<file path="config.mk">
export PLATFORM = sky130hd
export DESIGN_NAME = controler_enigma
export DESIGN_NICKNAME = d
export VERILOG_FILES = /design/src/rtl/controler_enigma.sv
export SDC_FILE = /design/constraint.sdc
export NUM_CORES = 1
export LEC_CHECK = 0
export ABC_AREA = 1
export BUFFER_PORTS_ARGS = -buffer_cell sky130_fd_sc_hd__buf_2
export CAP_MARGIN = 10
export CORE_UTILIZATION = 59
export DETAILED_ROUTE_END_ITERATION = 12
export PLACE_DENSITY = 0.82
export SYNTH_ARGS = -nofsm -noshare
export SYNTH_HDL_FRONTEND = slang
export SYNTH_SLANG_ARGS = --single-unit
</file>
<file path="constraint.sdc">
create_clock -name clk -period 2.25 [get_ports clk]
set_input_delay 0.5625 -clock clk [delete_from_list [all_inputs] [get_ports clk]]
set_output_delay 0.5625 -clock clk [all_outputs]
set_load 0.01 [all_outputs]
</file>
<file path="src/rtl/controler_enigma.sv">
// -----------------------------------------------------------------------------
// controler_enigma
//   Glue controller between a UART and an Enigma encryption core.
//   Received letters are sent to the core one at a time. Results are converted
//   back to ASCII, queued in a small FIFO and handed to the UART transmitter.
//   A '#' followed by three letters loads new rotor start positions.
//   A '!' clears the FIFO and the error flag from any state.
//
// Ports
//   clk            system clock, rising edge
//   rst_n          asynchronous active-low reset
//   rx_byte        received UART byte, qualified by rx_done
//   rx_done        one-cycle strobe for rx_byte
//   core_valid_in  one-cycle request strobe to the core
//   core_char_in   letter index 0..25 sent to the core
//   core_char_out  encrypted index from the core, qualified by core_valid_out
//   core_valid_out one-cycle result strobe from the core
//   cfg_load       one-cycle strobe, core latches cfg_pos
//   cfg_pos        rotor positions {left, mid, right}
//   tx_start       one-cycle strobe to start a UART transmission
//   tx_din         byte to transmit, held for the whole transfer
//   tx_active      UART transmitter busy
//   err            sticky error (core timeout or FIFO overflow)
//   busy           command FSM not idle or FIFO not empty
// -----------------------------------------------------------------------------
module controler_enigma #(
  parameter int FIFO_DEPTH = 4,
  parameter int TIMEOUT    = 255
) (
  input  logic        clk,
  input  logic        rst_n,
  input  logic [7:0]  rx_byte,
  input  logic        rx_done,
  output logic        core_valid_in,
  output logic [4:0]  core_char_in,
  input  logic [4:0]  core_char_out,
  input  logic        core_valid_out,
  output logic        cfg_load,
  output logic [14:0] cfg_pos,
  output logic        tx_start,
  output logic [7:0]  tx_din,
  input  logic        tx_active,
  output logic        err,
  output logic        busy
);

  localparam int PW = $clog2(FIFO_DEPTH);
  localparam int CW = PW + 1;
  localparam int TW = $clog2(TIMEOUT + 1);

  typedef enum logic [2:0] {
    IDLE      = 3'd0,
    CFG1      = 3'd1,
    CFG2      = 3'd2,
    CFG3      = 3'd3,
    WAIT_CORE = 3'd4
  } cmd_state_t;

  typedef enum logic [1:0] {
    TX_IDLE  = 2'd0,
    TX_START = 2'd1,
    TX_WAIT  = 2'd2
  } tx_state_t;

  // Command side state
  cmd_state_t       cmd_q, cmd_d;
  logic [TW-1:0]    cnt_q, cnt_d;
  logic [4:0]       left_q, left_d;
  logic [4:0]       mid_q, mid_d;
  logic [14:0]      cfg_pos_q, cfg_pos_d;
  logic             load_pend_q, load_pend_d;
  logic             cfg_load_q, cfg_load_d;
  logic             core_valid_in_q, core_valid_in_d;
  logic [4:0]       core_char_in_q, core_char_in_d;
  logic             err_q, err_d;
  logic             busy_q, busy_d;

  // FIFO state
  logic [7:0]       fifo_mem_q [FIFO_DEPTH];
  logic [PW-1:0]    wr_ptr_q, wr_ptr_d;
  logic [PW-1:0]    rd_ptr_q, rd_ptr_d;
  logic [CW-1:0]    count_q, count_d;

  // TX side state
  tx_state_t        tx_q, tx_d;
  logic [7:0]       tx_din_q, tx_din_d;
  logic             tx_start_q, tx_start_d;
  logic             seen_q, seen_d;

  // Decode and handshake signals
  logic             is_letter_s;
  logic [4:0]       idx_s;
  logic             is_cmd_s;
  logic             is_clr_s;
  logic             flush_s;
  logic             push_s;
  logic             err_set_s;
  logic [7:0]       push_data_s;
  logic             pop_s;
  logic             do_push_s;
  logic             ovf_s;
  logic             fifo_full_s;
  logic             fifo_empty_s;

  assign fifo_full_s  = (count_q == CW'(FIFO_DEPTH));
  assign fifo_empty_s = (count_q == {CW{1'b0}});
  assign push_data_s  = {3'b000, core_char_out} + 8'd65;

  // Classify the received byte into letter / command / clear.
  always_comb begin
    // 'A' and 'a' both have low five bits 00001, so one subtraction covers both cases
    idx_s       = rx_byte[4:0] - 5'd1;
    is_letter_s = ((rx_byte >= 8'd65) && (rx_byte <= 8'd90)) ||
                  ((rx_byte >= 8'd97) && (rx_byte <= 8'd122));
    is_cmd_s    = (rx_byte == 8'd35);
    is_clr_s    = (rx_byte == 8'd33);
  end

  // Command FSM next-state and output logic.
  always_comb begin
    cmd_d           = cmd_q;
    cnt_d           = cnt_q;
    left_d          = left_q;
    mid_d           = mid_q;
    cfg_pos_d       = cfg_pos_q;
    load_pend_d     = 1'b0;
    cfg_load_d      = load_pend_q;
    core_valid_in_d = 1'b0;
    core_char_in_d  = core_char_in_q;
    flush_s         = 1'b0;
    push_s          = 1'b0;
    err_set_s       = 1'b0;
    if (rx_done && is_clr_s) begin
      // Clear wins over everything else, including a same-cycle core result
      cmd_d   = IDLE;
      cnt_d   = {TW{1'b0}};
      flush_s = 1'b1;
    end else begin
      case (cmd_q)
        IDLE: begin
          if (rx_done && is_letter_s && !fifo_full_s) begin
            core_char_in_d  = idx_s;
            core_valid_in_d = 1'b1;
            cnt_d           = {TW{1'b0}};
            cmd_d           = WAIT_CORE;
          end else if (rx_done && is_cmd_s) begin
            cmd_d = CFG1;
          end else begin
            cmd_d = IDLE;
          end
        end
        CFG1: begin
          if (rx_done && is_letter_s) begin
            left_d = idx_s;
            cmd_d  = CFG2;
          end else if (rx_done) begin
            cmd_d = IDLE;
          end else begin
            cmd_d = CFG1;
          end
        end
        CFG2: begin
          if (rx_done && is_letter_s) begin
            mid_d = idx_s;
            cmd_d = CFG3;
          end else if (rx_done) begin
            cmd_d = IDLE;
          end else begin
            cmd_d = CFG2;
          end
        end
        CFG3: begin
          if (rx_done && is_letter_s) begin
            // Positions change now; the load strobe follows once they are stable
            cfg_pos_d   = {left_q, mid_q, idx_s};
            load_pend_d = 1'b1;
            cmd_d       = IDLE;
          end else if (rx_done) begin
            cmd_d = IDLE;
          end else begin
            cmd_d = CFG3;
          end
        end
        WAIT_CORE: begin
          if (core_valid_out) begin
            push_s = 1'b1;
            cmd_d  = IDLE;
          end else if (cnt_q == TW'(TIMEOUT - 1)) begin
            err_set_s = 1'b1;
            cmd_d     = IDLE;
          end else begin
            cnt_d = cnt_q + TW'(1);
          end
        end
        default: begin
          cmd_d = IDLE;
        end
      endcase
    end
  end

  // TX FSM next-state logic; pops the FIFO head into the transmit register.
  always_comb begin
    tx_d       = tx_q;
    tx_din_d   = tx_din_q;
    tx_start_d = 1'b0;
    seen_d     = seen_q;
    pop_s      = 1'b0;
    case (tx_q)
      TX_IDLE: begin
        if (!fifo_empty_s && !tx_active && !flush_s) begin
          pop_s    = 1'b1;
          tx_din_d = fifo_mem_q[rd_ptr_q];
          tx_d     = TX_START;
        end else begin
          tx_d = TX_IDLE;
        end
      end
      TX_START: begin
        tx_start_d = 1'b1;
        seen_d     = 1'b0;
        tx_d       = TX_WAIT;
      end
      TX_WAIT: begin
        // The UART may raise tx_active a cycle late, so require a high phase first
        if (tx_active) begin
          seen_d = 1'b1;
        end else if (seen_q) begin
          tx_d = TX_IDLE;
        end else begin
          tx_d = TX_WAIT;
        end
      end
      default: begin
        tx_d = TX_IDLE;
      end
    endcase
  end

  // FIFO pointer/occupancy update and sticky error flag.
  always_comb begin
    // A pop in the same cycle frees a slot, so a full FIFO still accepts the push
    do_push_s = push_s && (!fifo_full_s || pop_s);
    ovf_s     = push_s && fifo_full_s && !pop_s;
    if (flush_s) begin
      wr_ptr_d = {PW{1'b0}};
      rd_ptr_d = {PW{1'b0}};
      count_d  = {CW{1'b0}};
    end else begin
      wr_ptr_d = do_push_s ? (wr_ptr_q + PW'(1)) : wr_ptr_q;
      rd_ptr_d = pop_s ? (rd_ptr_q + PW'(1)) : rd_ptr_q;
      case ({do_push_s, pop_s})
        2'b10:   count_d = count_q + CW'(1);
        2'b01:   count_d = count_q - CW'(1);
        default: count_d = count_q;
      endcase
    end
    if (flush_s) begin
      err_d = 1'b0;
    end else begin
      err_d = err_q || err_set_s || ovf_s;
    end
    busy_d = (cmd_d != IDLE) || (count_d != {CW{1'b0}});
  end

  // State and registered outputs.
  always_ff @(posedge clk or negedge rst_n) begin
    if (!rst_n) begin
      cmd_q           <= IDLE;
      cnt_q           <= {TW{1'b0}};
      left_q          <= 5'd0;
      mid_q           <= 5'd0;
      cfg_pos_q       <= 15'd0;
      load_pend_q     <= 1'b0;
      cfg_load_q      <= 1'b0;
      core_valid_in_q <= 1'b0;
      core_char_in_q  <= 5'd0;
      err_q           <= 1'b0;
      busy_q          <= 1'b0;
      wr_ptr_q        <= {PW{1'b0}};
      rd_ptr_q        <= {PW{1'b0}};
      count_q         <= {CW{1'b0}};
      tx_q            <= TX_IDLE;
      tx_din_q        <= 8'd0;
      tx_start_q      <= 1'b0;
      seen_q          <= 1'b0;
    end else begin
      cmd_q           <= cmd_d;
      cnt_q           <= cnt_d;
      left_q          <= left_d;
      mid_q           <= mid_d;
      cfg_pos_q       <= cfg_pos_d;
      load_pend_q     <= load_pend_d;
      cfg_load_q      <= cfg_load_d;
      core_valid_in_q <= core_valid_in_d;
      core_char_in_q  <= core_char_in_d;
      err_q           <= err_d;
      busy_q          <= busy_d;
      wr_ptr_q        <= wr_ptr_d;
      rd_ptr_q        <= rd_ptr_d;
      count_q         <= count_d;
      tx_q            <= tx_d;
      tx_din_q        <= tx_din_d;
      tx_start_q      <= tx_start_d;
      seen_q          <= seen_d;
    end
  end

  // FIFO storage.
  always_ff @(posedge clk or negedge rst_n) begin
    if (!rst_n) begin
      for (int i = 0; i < FIFO_DEPTH; i++) begin
        fifo_mem_q[i] <= 8'd0;
      end
    end else if (do_push_s) begin
      fifo_mem_q[wr_ptr_q] <= push_data_s;
    end else begin
      fifo_mem_q[wr_ptr_q] <= fifo_mem_q[wr_ptr_q];
    end
  end

  assign core_valid_in = core_valid_in_q;
  assign core_char_in  = core_char_in_q;
  assign cfg_load      = cfg_load_q;
  assign cfg_pos       = cfg_pos_q;
  assign tx_start      = tx_start_q;
  assign tx_din        = tx_din_q;
  assign err           = err_q;
  assign busy          = busy_q;

endmodule
</file>
==> impl_metrics.yaml, run 1 <==
timing:
  slew_violations: 0
  setup_slack_ns: 0.271
  worstMarginPinSlew_ns: 0.622
  whs_ns: 0.158
  relSlewSlack_pct: 58.5
  skew_ns: 0.00983
  fmax_mhz: 505
  rsz0062_at_grt: "no"
  hold_violations: 0
  setup_viol: 0
  final.min_clock_period_ns: 1.98
  timing.final.crit_share_pct: 88.0
yosys:
  synth_seq_cells: 97
  synth_fa_ha_area_share_pct: 3.22
  synth_cells: 582
  synth_warnings: 0
  synth_compound_area_share_pct: 16.6
  netlist_area_um2: 4890
  synthMuxAreaShare_pct: 0
  yosysUniqueCellTypes: 37
  synthesis.nets: 612
  synthSimpleGateAreaFrac_pct: 20.3
  synth-xor-area-share_pct: 1.97
  synth_top_family_by_area: "simple AND/OR/NAND/NOR gates"
  seq_area_frac_synth_pct: 49.6
  syn_area_per_cell_um2: 8.40
critical_path:
  critPathMaxStageDelay_ns: 0.43
  slowest_stage: "fa_2"
  crit_arrival_ns: 2.24
  required_ns: 2.51
  crit_path_start_kind: "flip-flop"
  path_cells: "inv_1 -> nand2_1 -> nor2_2 -> nand2_2 -> clkinv_2 -> nand3_4 -> inv_1 -> fa_2 -> inv_1 -> nand2_1 -> nand3_1 -> nand2_1 -> nor2_1 -> nand2_1"
  cpMostUsedCell: "nand2_1"
  cp_max_fo: 4
  setup.worst_path.class: "reg -> reg"
  endpoint_kind: "flip-flop"
clocking:
  cts_tree: "built"
  hold_buffers: 0
  path_clk_slew_ns: 0.10
  cts_root_buf: "clkbuf_8"
  cts_num_sinks: 97
  ctsResizeCount: 0
  htree_levels: 3
  postCtsSetupRepairBufs: 0
  cts_buffer_depth: 2
  cts_buffers: 9
  clk_latency_ns: 0.36
global_route:
  grt_max_degree: 41
  gr-total-overflow: 0
  grt_pass1_wl_um: 18000
  grt_antenna_before_repair: 0
  first_global_vias: 3958
  gr-usage-all-layers_pct: 26.7
die:
  num_rows: 32
  dieArea_um2: 8660
  boundaryPins: 51
  initial_utilization_pct: 62.0
  die_x_um: 93.0
  core_um2: 7890
  die_h_um: 93.0
cells_and_area:
  syn_to_final_growth_pct: 13.8
  finalNetCount: 671
  fillers: 609
  finish.utilization_pct: 70.6
  multi_input_area_um2: 2060
  ff_latch_area_um2: 2430
  instances_no_fill: 748
  insertedDiodeCount: 0
  drive_above_1_share_pct: 19.5
drt:
  avgViaCountPerCell: 5.49
  drt_first_pass_iters: 5
  post_drt_wl_per_cell_um: 14.2
  drt_iter0_drc: 256
  route.detailed.drc: 0
  num_vias: 4105
  antenna_left: 0
  routed_wl_um: 10600
place:
  hpwl_um: 7360
  port_buffers: 50
  placed_cells: 732
  dp_slack_ns: -0.0105
  gp_congestion: 0.845
power:
  p_leak_nw: 2.82
  p_per_area_nw_per_um2: 1160
  ir_drop_uv: 646
run:
  drv_cap: 0
status:
  outcome: "completed"
worst_hold_path:
  hold_class: "in -> async"
[flip-flops by register name (all words and copies together), names as in the netlist, 3 cells and up]
signal        cells
core_char_in      5
cnt_q             8
count_q           3
fifo_mem_q       32
left_q            5
mid_q             5
cfg_pos          15
cmd_q             3
tx_din            8
[routing by layer]
metal	part of all wire (%)	wire length, um	global-route usage [%]
met1	44	4690	36.4
met2	47	5020	42.0
met3	6.8	724	5.37
met4	1.5	158	10.5
met5	0	0	0
[stage by stage]
stage / total power [mW] / TNS [ns] / instance area, um^2
6_report: 6.45 / 0 / 5570
4_1_cts: 6.42 / 0 / 5570
2_1_floorplan: 4.41 / 0 / 4890
3_3_place_gp: 5.08 / 0 / 5350
5_1_grt: 6.93 / 0 / 5570
3_5_place_dp: 5.22 / -0.0105 / 5350
[final timing paths]
kind / from / to / slack (ns) / cells past startpoint
min in group clk: cfg_load_d / cfg_load / 0.36 / 0
worst max register to register: tx_q[1] / busy / 0.27 / 14
max in group asynchronous: rst_n / tx_din[2] / 1.44 / 2
worst min register to register: cfg_load_d / cfg_load / 0.36 / 0
worst max-delay path: tx_q[1] / busy / 0.27 / 14
worst min-delay path: rst_n / cfg_pos[0] / 0.16 / 1
[cells by family (layout without fill, tap and decap cells)]
family,after synthesis,count (layout)
buffers and inverters,97,161
flip-flops,97,97
adder cells (fa/ha/maj),12,12
AO/OA/AOI/OAI,147,147
XOR/XNOR,11,11
AND/OR/NAND/NOR,218,218
[worst max-delay path: cells and delay by family, from the launching register on]
kind / cells / cell delay, ns
and+or+nand+nor: 9 / 0.72
adders and majority gates: 1 / 0.43
DFF: 1 / 0.42
buffers and inverters: 4 / 0.31
[synth_stat cells (all sizes together)]
| cell | number | area, um^2 |
|---|---|---|
| inv | 68 | 255 |
| a211oi | 1 | 12.5 |
| dfrtp | 97 | 2430 |
| o22ai | 1 | 6.26 |
| clkbuf | 13 | 48.8 |
| nand2 | 111 | 472 |
| nand4 | 5 | 37.5 |
| o211ai | 5 | 42.5 |
| buf | 13 | 90.1 |
| clkinv | 3 | 12.5 |
| a31oi | 20 | 125 |
| xor2 | 10 | 87.6 |
| a21oi | 49 | 264 |
| o21ai | 71 | 359 |
| nor2 | 68 | 293 |
| fa | 1 | 20.0 |
| nand3b | 2 | 15.0 |
| xnor2 | 1 | 8.76 |
| ha | 11 | 138 |
| nor3b | 1 | 7.51 |
| or2 | 1 | 6.26 |
| nand3 | 25 | 138 |
| nor3 | 5 | 25.0 |
[final cells by class]
class | count | area share [%]
Sequential cell | 97 | 43.6
Clock buffer | 12 | 2.97
Timing Repair Buffer | 74 | 8.45
Multi-Input combinational cell | 388 | 37.0
Clock inverter | 4 | 0.899
Tap cell | 102 | 2.29
Inverter | 71 | 4.81
[power breakdown]
group	switching (mW)	internal, mW	total, mW
sequential	0.359	2.25	2.61
clock	0.598	0.603	1.20
combinational	1.66	0.974	2.64
total	2.62	3.82	6.45
[layout by cell type (no fill, tap or decap), types with 2 or more instances in the layout]
master / n
nand3b_1: 2
nand2_2: 7
a21oi_2: 2
nor2_1: 59
buf_4: 22
inv_1: 63
o21ai_0: 58
inv_2: 5
clkinv_2: 2
clkbuf_8: 12
o211ai_1: 4
buf_12: 3
xor2_1: 10
ha_1: 11
o21ai_1: 12
nand3_1: 24
nor3_1: 5
buf_2: 49
a21oi_1: 46
clkinv_1: 2
clkinvlp_4: 2
dfrtp_1: 97
nand2_4: 5
nand2_1: 99
a31oi_1: 20
nor2_2: 6
nand4_1: 4
nor2_4: 3
Note: power is estimated with default switching activity, not from simulation.
==> run 2: changes to the inputs <==
Settings changed: ABC_AREA 1 to default, CORE_UTILIZATION 59 to 61, CTS_BUF_LIST from default to sky130_fd_sc_hd__clkbuf_8, PLACE_DENSITY 0.82 to 0.84.
==> run 2 against run 1 <==
  * The flow now finishes with violations (setup timing)
  * Via count down 11%
  * Combinational power down 15%
  * Global-route usage up 4.9 points
  * Largest cell class unchanged
  * Largest power group is now registers
  * Highest routed layer unchanged
==> impl_metrics.yaml, run 2 <==
status:
  outcome: "finished, violations left"
  violations: "setup timing"
die:
  die_h_um: 89.5
  num_rows: 31
  initial_utilization_pct: 63.7
  core_um2: 7330
  boundaryPins: 51
  die_x_um: 89.5
  dieArea_um2: 8010
cells_and_area:
  layout_common_cells: "dfrtp_1, buf_4, mux2_2, buf_2, nor2_1"
  final_common_cell: "dfrtp_1"
  largest_register: "fifo_mem_q"
  largest_reg_flops: 32
  finish.utilization_pct: 79.5
  drive_above_1_share_pct: 45.4
  syn_to_final_growth_pct: 24.8
  finalNetCount: 516
  insertedDiodeCount: 0
  fillers: 411
yosys:
  synth-xor-area-share_pct: 1.87
  synth_fa_ha_area_share_pct: 3.37
  synth_edf_count: 0
  syn_area_per_cell_um2: 12.3
  synthesis.nets: 410
  synth_top_family_by_area: "multiplexers"
  ys_async_sr_fraction_pct: 100
  seq_area_frac_synth_pct: 52.0
  synth_commonest_cells: "dfrtp_1, mux2_2, nor2_1"
  synth_cells: 380
  synth_compound_area_share_pct: 7.07
  synth.most_common_cell: "dfrtp_1"
  yosysUniqueCellTypes: 52
  synthMuxAreaShare_pct: 21.2
  synthSimpleGateAreaFrac_pct: 12.0
  yosys-top-cells-area: "dfrtp_1, mux2_2, mux4_2"
  synth_top_cell_by_area: "dfrtp_1"
  netlist_area_um2: 4670
  synth_seq_cells: 97
  synth_warnings: 0
  synth_top_area_share_pct: 52.0
  synthFlopType: "dfrtp_1"
clocking:
  htree_levels: 3
  cts_buffer_depth: 2
  hold_buffers: 0
  path_clk_slew_ns: 0.11
  cts_tree: "built"
  cts_num_sinks: 97
  cts_root_buf: "clkbuf_8"
  cts_buffers: 9
  clk_latency_ns: 0.37
timing:
  skew_ns: 0.0148
  hold_violations: 0
  timing.final.crit_share_pct: 112
  slew_violations: 0
  setup_slack_ns: -0.279
  fmax_mhz: 395
  tns_ns: -0.315
  worstMarginPinSlew_ns: 0.635
  setup_viol: 2
  relSlewSlack_pct: 57.6
  rsz0062_at_grt: "yes"
  final.min_clock_period_ns: 2.53
place:
  port_buffers: 50
  gp_congestion: 0.886
  hpwl_um: 7580
power:
  switching_share_pct: 36.4
  seqPwrFrac_pct: 42.5
  p_sw_mw: 2.12
  power_frac_comb_pct: 38.7
  intPower_mw: 3.70
  p_per_area_nw_per_um2: 999
  p_leak_nw: 2.73
  clkPwrFrac_pct: 18.8
  ir_drop_uv: 584
drt:
  drt_iter0_drc: 212
  avgViaCountPerCell: 6.19
  routed_wl_um: 11600
  antenna_left: 0
  post_drt_wl_per_cell_um: 19.6
  num_vias: 3654
  route.detailed.drc: 0
  drt_first_pass_iters: 4
critical_path:
  cp_num_cells: 9
  ff2ff_setup_slack_ns: -0.28
  critPathTopFamily: "simple AND/OR/NAND/NOR gates"
  reg2reg_depth: 9
  endpoint_kind: "flip-flop"
  critPathMaxStageDelay_ns: 0.48
  slowest_stage: "or4_1"
  path_cells: "or3_4 -> or2_4 -> nor3_4 -> fa_2 -> nor4_2 -> a31oi_1 -> xor2_1 -> nor2_1 -> or4_1"
  crit_path_start_kind: "flip-flop"
  cp_num_buf_inv: 0
  timing.rr.start: "tx_q[1]"
  required_ns: 2.50
  setup.worst_path.class: "reg -> reg"
  cp_max_fo: 2
  startpoint: "tx_q[1]"
  critPathCapture: "busy"
  r2r-end: "busy"
  crit_arrival_ns: 2.77
global_route:
  grt_max_degree: 54
  top_usage_layer: "met2"
  grt_antenna_before_repair: 0
  met3_usage_pct: 7.29
  grtUsageMet1_pct: 40.4
  gr-total-overflow: 0
  grt_pass1_wl_um: 18500
  gr-usage-all-layers_pct: 31.6
  grtUsageMet2_pct: 52.5
  first_global_vias: 3760
worst_hold_path:
  hold_class: "in -> async"
run:
  drv_cap: 0
==> run 2: cell types whose count changed after synthesis, moves of 7 or more <==
cell	previous run	this run
a21oi_1	46	24
a31oi_1	20	2
inv_1	63	11
mux2_2	0	50
mux4_2	0	16
nand2_1	99	19
nand2_2	7	0
nand3_1	24	9
nor2_1	59	36
o21ai_0	58	14
o21ai_1	12	0
==> run 2: kinds of logic (layout without fill, tap and decap cells) <==
group | count (synthesis) | in the layout
multiplexers | 72 | 72
AND/OR/NAND/NOR | 106 | 106
XOR/XNOR | 10 | 10
AO/OA/AOI/OAI | 55 | 55
flip-flops | 97 | 97
buffers and inverters | 28 | 139
adder cells (fa/ha/maj) | 12 | 12
==> run 2: area by class of cell <==
type,count,area [um^2],area share [%]
clock buffer,9,124,2.12
tap,99,124,2.12
clock inverter,7,61.3,1.05
timing repair buffer,111,763,13.1
multi-input combinational,255,2280,39.2
inverter,12,45.0,0.773
sequential,97,2430,41.6
==> run 2: metal layers <==
metal / up-vias / part of all wire [%]
met1: 1859 / 40
met3: 40 / 6.3
met5: - / 0
met2: 164 / 51
met4: 0 / 2.8
li1: 1591 / -
==> run 2: through the flow <==
| stage | area [um^2] | worst slack [ns] | total power [mW] | hold WS (ns) | std cells |
|---|---|---|---|---|---|
| 6_report | 5830 | -0.279 | 5.82 | 0.0418 | 590 |
| 3_3_place_gp | 5460 | -0.528 | 4.40 | 0.333 | 569 |
| 4_1_cts | 5750 | -0.278 | 5.71 | 0.0441 | 589 |
| 3_5_place_dp | 5460 | -0.606 | 4.55 | 0.356 | 569 |
| 2_1_floorplan | 4710 | -0.386 | 3.78 | 0.267 | 380 |
| 5_1_grt | 5830 | -0.384 | 6.15 | 0.0418 | 590 |
==> run 2: worst register-to-register path, cell delays in order (launching register included) <==
cell	delay [ns]
dfrtp_1	0.39
or3_4	0.38
or2_4	0.27
nor3_4	0.15
fa_2	0.27
nor4_2	0.05
a31oi_1	0.19
xor2_1	0.17
nor2_1	0.07
or4_1	0.48
==> run 2: how the worst min path moves through the flow <==
stage                           from  depth (start not counted)   endpoint  slack (ns)
after floorplan                rst_n                          0       busy        0.27
after global placement    cfg_load_d                          0   cfg_load        0.33
after global routing           rst_n                          1  tx_din[3]        0.04
final                          rst_n                          1   cmd_q[2]        0.04
after detailed placement  cfg_load_d                          0   cfg_load        0.36
after CTS                      rst_n                          1   cmd_q[2]        0.04
==> run 2: what timing repair did <==
action                     in CTS  in global routing
pin swaps                      10                 13
setup endpoints to repair       7                 33
setup buffers                   4                  2
resized for setup              18                 20
==> run 2: power groups by stage <==
stage | Clock (mW) | Combinational [mW] | Sequential, mW
floorplan | 0 | 1.39 | 2.39
global placement | 0 | 1.94 | 2.45
detailed placement | 0 | 2.05 | 2.50
CTS | 1.11 | 2.14 | 2.47
global route | 1.19 | 2.43 | 2.53
finish | 1.10 | 2.25 | 2.47
